## config.mk

```make
export PLATFORM = sky130hd
export DESIGN_NAME = uart_rx_fifo
export DESIGN_NICKNAME = d
export VERILOG_FILES = /design/src/rtl/uart_rx_fifo.sv
export SDC_FILE = /design/constraint.sdc
export NUM_CORES = 1
export LEC_CHECK = 0
export ABC_AREA = 1
export CAP_MARGIN = 20
export CORE_AREA = 2 2 151 190
export DETAILED_ROUTE_END_ITERATION = 7
export DIE_AREA = 0 0 153 192
export GPL_TIMING_DRIVEN = 0
export SETUP_SLACK_MARGIN = 0.15
export SYNTH_ARGS = -nofsm -noshare
export SYNTH_HDL_FRONTEND = slang
export SYNTH_SLANG_ARGS = --single-unit
```

## constraint.sdc

```tcl
create_clock -name r_clk -period 8.8 [get_ports r_clk]
set_input_delay 2.64 -clock r_clk [delete_from_list [all_inputs] [get_ports r_clk]]
set_output_delay 2.64 -clock r_clk [all_outputs]
set_load 0.05 [all_outputs]
```

## src/rtl/uart_rx_fifo.sv

```systemverilog
// Receive FIFO for a UART receiver: buffers {err, data} packets and tracks overflow and errors.
// Latency: a packet written into an empty FIFO is visible on rd_* the cycle after its in_valid edge.
// Backpressure: none toward the receiver; packets arriving while full without a pop are dropped.
//
// Ports:
//   r_clk, r_rst          receive-domain clock, asynchronous active-high reset
//   in_valid/in_data/in_err  one-cycle packet strobe from the receiver
//   rd_valid/rd_ready/rd_data/rd_err  show-ahead read side (head entry presented combinationally)
//   level/full/empty      occupancy
//   overflow, err_cnt, clr_status  sticky drop flag, saturating error count, and their clear pulse
module uart_rx_fifo #(
    parameter int WORD_LENGTH = 8,
    parameter int DEPTH       = 16,
    parameter bit DROP_ERR    = 1'b0
) (
    input  logic                       r_clk,
    input  logic                       r_rst,
    input  logic                       in_valid,
    input  logic [WORD_LENGTH-1:0]     in_data,
    input  logic                       in_err,
    input  logic                       rd_ready,
    input  logic                       clr_status,
    output logic                       rd_valid,
    output logic [WORD_LENGTH-1:0]     rd_data,
    output logic                       rd_err,
    output logic [$clog2(DEPTH):0]     level,
    output logic                       full,
    output logic                       empty,
    output logic                       overflow,
    output logic [7:0]                 err_cnt
);

    localparam int AW = $clog2(DEPTH);
    localparam logic [AW:0] FULL_LVL = (AW+1)'(DEPTH);

    logic [WORD_LENGTH:0] mem [DEPTH];
    logic [AW-1:0]        wr_ptr;
    logic [AW-1:0]        rd_ptr;

    logic pop;
    logic wr;
    logic filtered;
    logic drop;
    logic err_strobe;

    assign empty    = (level == '0);
    assign full     = (level == FULL_LVL);
    assign rd_valid = ~empty;

    // Show-ahead: head entry read straight from the array.
    assign rd_err  = mem[rd_ptr][WORD_LENGTH];
    assign rd_data = mem[rd_ptr][WORD_LENGTH-1:0];

    assign err_strobe = in_valid & in_err;
    assign filtered   = DROP_ERR & in_err;
    assign pop        = rd_valid & rd_ready;
    // A pop in the same cycle frees a slot, so a full FIFO can still accept.
    assign wr         = in_valid & ~filtered & (~full | pop);
    // Filtered packets are discarded by choice, not for lack of room.
    assign drop       = in_valid & ~filtered & full & ~pop;

    // The array is reset so rd_data reads 0 (never X) until something is written.
    always_ff @(posedge r_clk or posedge r_rst) begin
        if (r_rst) begin
            for (int i = 0; i < DEPTH; i++) begin
                mem[i] <= '0;
            end
        end else if (wr) begin
            mem[wr_ptr] <= {in_err, in_data};
        end
    end

    always_ff @(posedge r_clk or posedge r_rst) begin
        if (r_rst) begin
            wr_ptr <= '0;
            rd_ptr <= '0;
            level  <= '0;
        end else begin
            if (wr) begin
                wr_ptr <= wr_ptr + AW'(1);
            end
            if (pop) begin
                rd_ptr <= rd_ptr + AW'(1);
            end
            case ({wr, pop})
                2'b10:   level <= level + (AW+1)'(1);
                2'b01:   level <= level - (AW+1)'(1);
                default: level <= level;
            endcase
        end
    end

    // A new drop or error in the clearing cycle wins over the clear.
    always_ff @(posedge r_clk or posedge r_rst) begin
        if (r_rst) begin
            overflow <= 1'b0;
            err_cnt  <= 8'd0;
        end else begin
            if (drop) begin
                overflow <= 1'b1;
            end else if (clr_status) begin
                overflow <= 1'b0;
            end

            if (clr_status) begin
                err_cnt <= err_strobe ? 8'd1 : 8'd0;
            end else if (err_strobe && err_cnt != 8'hFF) begin
                err_cnt <= err_cnt + 8'd1;
            end
        end
    end

endmodule

```

; Word-level counts from Yosys, hierarchy flattened
; Cells that the tools add are included.
[word_totals]
regBits = 166
out_inout_bits = 26
input_bits = 14
[classes]
n_lt_le_gt_ge = 3
n_addsub = 5
bitwise_logic = 11
n_mux = 12
n_reduce_logical = 6
n_eq_ne = 4
[ops]
columns = op, count
row1 = 144-bit bitwise mux, 1
row2 = 9-bit binary-select mux with 4-bit select, 1
row3 = 9-bit demux with 4-bit select, 1
row4 = 9-bit two-way mux, 3
row5 = 8-bit two-way mux, 2
row6 = "5-bit greater-or-equal comparator, second input constant", 2
row7 = 4-bit inverter with 5-bit output, 2
row8 = 5-bit case mux with 2 select lines, 1
row9 = "4-bit by 1-bit adder with 4-bit output, second input constant", 2
row10 = "8-bit by 1-bit adder with 8-bit output, second input constant", 1
row11 = "8-bit inequality test, second input constant", 1
row12 = 2-bit nonzero test, 3
row13 = "5-bit by 1-bit adder with 5-bit output, second input constant", 1
row14 = 1-bit bitwise AND, 5
row15 = "5-bit == test, second input constant", 1
row16 = 5-bit logical NOT, 1
row17 = "5-bit by 1-bit < comparator with 1-bit output, second input constant", 1
row18 = "5-bit by 1-bit subtractor with 5-bit output, second input constant", 1
row19 = 1-bit two-way mux, 3
row20 = 1-bit inverter, 3
row21 = "2-bit by 1-bit == test with 1-bit output, second input constant", 1
row22 = "2-bit == test, second input constant", 1
row23 = 1-bit logical AND, 2
row24 = 1-bit OR, 1

; Depth between registers and ports, before layout
; Gate-level depths: netlist of the first run.
[depth]
ltp_word = 7
ltp_mapped = 13
mapped_depth_nobuf = 13

; Worst setup path before layout of the first run
; OpenSTA, ideal clock, no wires.
[synth_timing]
path_kind = register to output
start = register level[2]
end = output empty
arrival_ns = 1.780
path_stages_with_launch = 4
slack_ns = 4.380
t_required_ns = 6.160
path_cell_list = dfrtp_1 nor2_1 nand3_1 inv_1
[synth_between]
elab_chain_len = 1
[synth_lines]
columns = item, line_no
row1 = "start, declared", 26  ; output logic [$clog2(DEPTH):0] level,
row2 = "start signal, assigned", 86  ; 2'b10: level <= level + (AW+1)'(1);
row3 = "start signal, assigned", 87  ; 2'b01: level <= level - (AW+1)'(1);
row4 = "start signal, assigned", 88  ; default: level <= level;
row5 = 5-bit logical NOT, 46  ; assign empty = (level == '0);
row6 = "end, declared", 28  ; output logic empty,
; No other way between the ends.

; Worst setup path after layout of the first run
[layout_timing]
start = register rd_ptr[1]
end = output rd_data[1]
[layout_between]
elab_chain_len = 4
[layout_lines]
columns = item, line_no
row1 = "start, declared", 38  ; logic [AW-1:0] rd_ptr;
row2 = "start signal, assigned", 83  ; rd_ptr <= rd_ptr + AW'(1);
row3 = 4-bit inverter with 5-bit output (implied by the code), 52  ; assign rd_data = mem[rd_ptr][WORD_LENGTH-1:0];
row4 = 9-bit binary-select mux with 4-bit select, 52
row5 = 9-bit two-way mux (implied by the code) (2 in series), 52
row6 = "end, declared", 24  ; output logic [WORD_LENGTH-1:0] rd_data,
; No other way between the ends. The select of a mux whose other input is x is not followed.

==> results of run 1 <==
sequential cells by signal, summed over array words and instances, names as in the netlist:
name and cells:
level 5, mem 144, rd_ptr 4, err_cnt 8, overflow 1, wr_ptr 4
cell type report:
| cell class | instances | area (µm²) |
|---|---|---|
| inverter | 142 | 541 |
| clock buffer | 18 | 429 |
| buffer | 81 | 440 |
| sequential | 166 | 4150 |
| tap | 350 | 438 |
| clock inverter | 14 | 141 |
| multi-input combinational | 894 | 4390 |
| timing repair buffer | 31 | 328 |
| fill | 2913 | 16600 |
worst max-delay path by stage:
stage / slack [ps] / to / cells past startpoint
floorplan: 1670 / err_cnt[0] / 1
global placement: -1010 / mem[113] / 2
detailed placement: 3430 / level[3] / 10
CTS: 3100 / rd_data[5] / 9
global route: 2980 / rd_data[3] / 9
finish: 3030 / rd_data[1] / 7
critical path, stage by stage (launching register included):
cell and delay (ps):
dfrtp_1 400, inv_2 210, buf_1 510, nand3_1 210, nand3_1 170, nand3_1 180
nand2_1 180, clkdlybuf4s50_1 820
power by group:
part / leakage (nW) / total, mW / internal (mW) / switching, mW
clock: 0.279 / 0.742 / 0.398 / 0.344
combinational: 3.12 / 1.93 / 0.588 / 1.34
sequential: 2.14 / 1.26 / 1.07 / 0.189
total: 5.54 / 3.93 / 2.06 / 1.88
per-layer routing:
layer | wire length [µm] | up-vias | part of all wire
met5 | 0 | - | 0
li1 | - | 4242 | -
met4 | 1190 | 0 | 0.039
met3 | 1680 | 83 | 0.055
met1 | 12900 | 4171 | 0.42
met2 | 14600 | 295 | 0.48
cells by family after synthesis:
kind of cell | after synthesis | synth area share
xor gates and xnor gates | 7 | 0.00644
AOI/OAI and AO/OA | 16 | 0.00841
adders and majority gates | 11 | 0.0153
DFF | 166 | 0.436
and+or+nand+nor | 860 | 0.431
buffers and inverters | 223 | 0.102
placed cells by master (no fill, tap or decap), types with 2 or more instances in the layout:
master           instances
buf_6                    9
ha_1                    10
nand2_1                532
dfrtp_1                166
nand2_2                  4
nor2_4                  16
nand3_1                124
clkbuf_16               17
buf_2                   23
nand4_1                146
o21ai_0                 12
clkdlybuf4s50_1         30
inv_6                    6
nor2_1                  20
xor2_1                   5
buf_1                   17
inv_8                    2
clkbuf_1                28
buf_8                    2
inv_2                    3
clkinv_4                 4
a21oi_1                  4
inv_1                  137
xnor2_1                  2
nand3_4                 16
metrics by stage:
step | utilization | hold WS (ps) | setup TNS [ps] | instances | power [mW]
3_5_place_dp | 0.374 | 458 | 0 | 1664 | 3.18
5_1_grt | 0.395 | 490 | 0 | 1696 | 4.22
4_1_cts | 0.395 | 475 | 0 | 1696 | 3.93
3_3_place_gp | 0.373 | 454 | -165620 | 1663 | 3.15
2_1_floorplan | - | 442 | 0 | 1283 | 2.57
6_report | 0.395 | 469 | 0 | 1696 | 3.93
==> reports/metrics.cfg, run 1 <==
[routing]
antenna_left=0
drt-vias-per-instance=5.18
post-route-drc-count=0
dr.pass1.iters=5
wl_per_cell_um=17.9
wirelength_um=30400
drtIter0Drc=717
vias=8791

[power]
pwr_density_cell_mw_per_mm2=362
p_leak_nw=5.54
peakVddDrop_uv=180

[sta]
period_share=0.655
fmaxAchievable_ghz=0.173
setup_viol=0
maxSlewViolCount=0
fin_ws_ps=3030
fin_crit_ps=5770
slew_headroom=0.378
finClkSkew_ps=12.4
tightest_slew_ps=933
rsz0062_at_grt=no
hold_viol=0

[logic_synthesis]
synth_top_area_share=0.436
synth_most_common_cell=nand2_1
syn_area_mm2=0.00952
ys_types=27
ys_warn_count=0
synth_edf_count=0
postSynthCellCount=1283
seq_area_frac_synth=0.436
synth.ff_latch_count=166
yosys-top-cells-area=dfrtp_1 44%, nand2_1 21%, nand4_1 9.6%
syn_area_per_cell_um2=7.42
synth_fp_nets=1308
yosysTopAreaCell=dfrtp_1
synthFlopType=dfrtp_1
synth_common_cells=532 x nand2_1, 166 x dfrtp_1, 146 x nand4_1
ys_async_sr_fraction=1.00

[grt]
grt_overflow=0
antenna_found_initial=0
use_met1=0.267
grt_pass1_vias=8524
grt_max_degree=96
met3_usage=0.0318
grt-busiest-layer=met2
grt_pass1_wl_um=48200
track_usage=0.211
met2_usage=0.360

[worst_hold_path]
min_from=mem[101]
whs_endpoint=mem[101]
holdPathStages=2
hp-class=flop to flop

[clock_tree]
clockRootBuffer=clkbuf_16
htreeDepth=4
cts.clk_slew.worst_paths_ps=70
clk_latency_ps=440
clockBufferDepth=2
clock-sinks=166
cts-resized-gates=0
hold_buffers=0
tritoncts=yes
cts_buffers=17
post_cts_buffers=0

[critical_path]
critPathLaunch=rd_ptr[1]
reg2reg_from=level[2]
reg2reg_slack_ps=6300
end_kind=output pin
r2r_cells=13
cp.arrival_ps=3130
required_ps=6160
worstSetupStartpointType=flop
crit_fanout=10
reg2reg_to=level[4]
path_class=flop to output pin

[floorplanning]
die_w_um=153
core_mm2=0.0275
start_util=0.346
die_h_um=192
rows=68
dieArea_mm2=0.0294
ios=40

[cells_and_area]
finalNetCount=1358
antenna_cells=0
final_area_mm2=0.0109
drive_above_1_share=0.0817
area_growth_pct=14.1

[placed_design]
place_area_mm2=0.0103
io_buffers=30
dp_hpwl_um=21700
place_congestion=0.900
dp_slack_ps=3430

[outcome]
outcome=complete, no violations

[run]
maxCapViolations=0

Note: power is estimated with default switching activity, not from simulation.
==> run 2: changes to the inputs <==
==> constraint.sdc (replaced) <==
create_clock -name r_clk -period 4.8 [get_ports r_clk]
set_input_delay 1.44 -clock r_clk [delete_from_list [all_inputs] [get_ports r_clk]]
set_output_delay 1.44 -clock r_clk [all_outputs]
set_load 0.05 [all_outputs]
==> reports/metrics.cfg, run 2 (same netlist as run 1, synthesis figures left out) <==
[placed_design]
dp_hpwl_um=22000  ; +1.3%
io_buffers=30  ; unchanged
place_congestion=0.953  ; +5.9%
dp_cells=1667  ; +0.18%
dp_slack_ps=541  ; -2890 ps

[sta]
slew_headroom=0.391  ; +0.0131
hold_viol=0  ; unchanged
setup_viol=0  ; unchanged
fin_tns_setup_ps=0  ; unchanged
period_share=0.939
holdWs_ps=469  ; -0.322 ps
fin_ws_ps=293  ; -2740 ps
fin_crit_ps=4510
finClkSkew_ps=8.95  ; -3.41 ps
rsz0062_at_grt=no
tightest_slew_ps=913  ; -19.7 ps
maxSlewViolCount=0  ; unchanged
fmaxAchievable_ghz=0.222

[worst_hold_path]
holdPathStages=2  ; unchanged
min_from=mem[30]
hp-class=flop to flop
whs_endpoint=mem[30]

[cells_and_area]
fill_cells=2866  ; -1.6%
drive_above_1_share=0.0838  ; +0.00204
finalNonFillerCells=1699  ; +0.18%
area_growth_pct=15.3
antenna_cells=0  ; unchanged
mostFrequentLayoutCells=532 x nand2_1, 166 x dfrtp_1, 146 x nand4_1
finalNetCount=1361  ; +0.22%
top_regs=mem x144, err_cnt x8, level x5
final_common_cell=nand2_1
largest_register_ffs=144  ; unchanged
top_register=mem

[power]
p_clk_frac=0.204  ; +0.015
p_leak_nw=5.59  ; +0.86%
pwr_density_cell_mw_per_mm2=671  ; +85%
p_seq_frac=0.316  ; -0.005
total_power_mw=7.36  ; +87%
switchingPower_mw=3.41  ; +82%
switching_share=0.463  ; -0.0138
share_comb_of_total_power=0.480  ; -0.011
peakVddDrop_uv=314  ; +74%
internal-power_mw=3.95  ; +92%

[grt]
antenna_found_initial=0  ; unchanged
track_usage=0.215  ; +0.00368
grt_pass1_vias=8614  ; +1.1%
grt_max_degree=41  ; -57%
grt_pass1_wl_um=48700  ; +1.2%
grt_overflow=0  ; unchanged

[clock_tree]
cts_buffers=17  ; unchanged
clockBufferDepth=2  ; unchanged
clock-sinks=166  ; unchanged
clk_latency_ps=450  ; about the same
post_cts_buffers=0  ; unchanged
htreeDepth=4  ; unchanged
cts-resized-gates=0  ; unchanged
tritoncts=yes
clockRootBuffer=clkbuf_16
hold_buffers=0  ; unchanged
cts.clk_slew.worst_paths_ps=70  ; about the same

[floorplanning]
start_util=0.346  ; unchanged
dieArea_mm2=0.0294  ; unchanged
die_h_um=192  ; unchanged
rows=68  ; unchanged
die_w_um=153  ; unchanged
ios=40  ; unchanged
core_mm2=0.0275  ; unchanged

[critical_path]
worstSetupStartpointType=flop
crit_fanout=10  ; unchanged
path_class=flop to output pin
reg2reg_slack_ps=2280  ; -4020 ps
reg2reg_to=level[4]
reg2reg_from=level[2]
r2r_cells=13  ; unchanged
required_ps=3360  ; -2800 ps
end_kind=output pin
cp.arrival_ps=3070  ; -60 ps

[routing]
drt-vias-per-instance=5.21  ; +0.55%
wl_per_cell_um=18.0  ; +0.63%
post-route-drc-count=0  ; unchanged
wirelength_um=30600  ; +0.80%
antenna_left=0  ; unchanged
drtIter0Drc=835  ; +16%
dr.pass1.iters=5  ; unchanged
vias=8855  ; +0.73%

[run]
maxCapViolations=0  ; unchanged

[outcome]
outcome=complete, no violations

-- run 2: per-layer routing --
metal,vias up,wire (µm),GRT usage
met5,-,0,0
met4,0,1330,0.113
met2,301,14700,0.359
met1,4224,13000,0.270
li1,4242,-,-
met3,88,1640,0.0311
-- run 2: stage by stage --
| step | utilization | area, µm² |
|---|---|---|
| after floorplan | - | 9520 |
| after global placement | 0.373 | 10300 |
| after detailed placement | 0.376 | 10300 |
| after CTS | 0.399 | 11000 |
| after global routing | 0.399 | 11000 |
| final | 0.399 | 11000 |
-- run 2: how the worst max path moves through the flow --
stage,startpoint,to,cells after the start
detailed placement,in_valid,level[3],10
finish,rd_ptr[1],rd_data[7],7
global route,rd_ptr[1],rd_data[2],7
CTS,rd_ptr[0],rd_data[5],9
floorplan,r_rst,err_cnt[0],1
global placement,r_rst,mem[114],2
-- run 2: layout make-up --
class,count,area (µm²),share of cell area
well taps,350,438,0.0399
clock inverters,11,171,0.0156
flip-flops and latches,166,4150,0.379
multi-input cells,894,4390,0.400
plain buffers,81,442,0.0403
repair buffers,34,380,0.0347
inverters,142,537,0.0489
clock buffers,21,460,0.0420
-- run 2: power groups by stage --
stage | Sequential [mW] | Clock [mW] | Combinational [mW]
5_1_grt | 2.39 | 1.58 | 3.88
4_1_cts | 2.31 | 1.53 | 3.50
3_5_place_dp | 2.33 | 0 | 3.49
2_1_floorplan | 2.32 | 0 | 2.38
3_3_place_gp | 2.32 | 0 | 3.45
6_report | 2.32 | 1.50 | 3.53
-- run 2: worst max-delay path, cell delays in order (launching register included) --
cell             delay, ps
dfrtp_1                410
inv_2                  200
buf_1                  500
nand3_1                180
nand3_1                130
nand3_1                190
nand2_1                180
clkdlybuf4s50_1        820
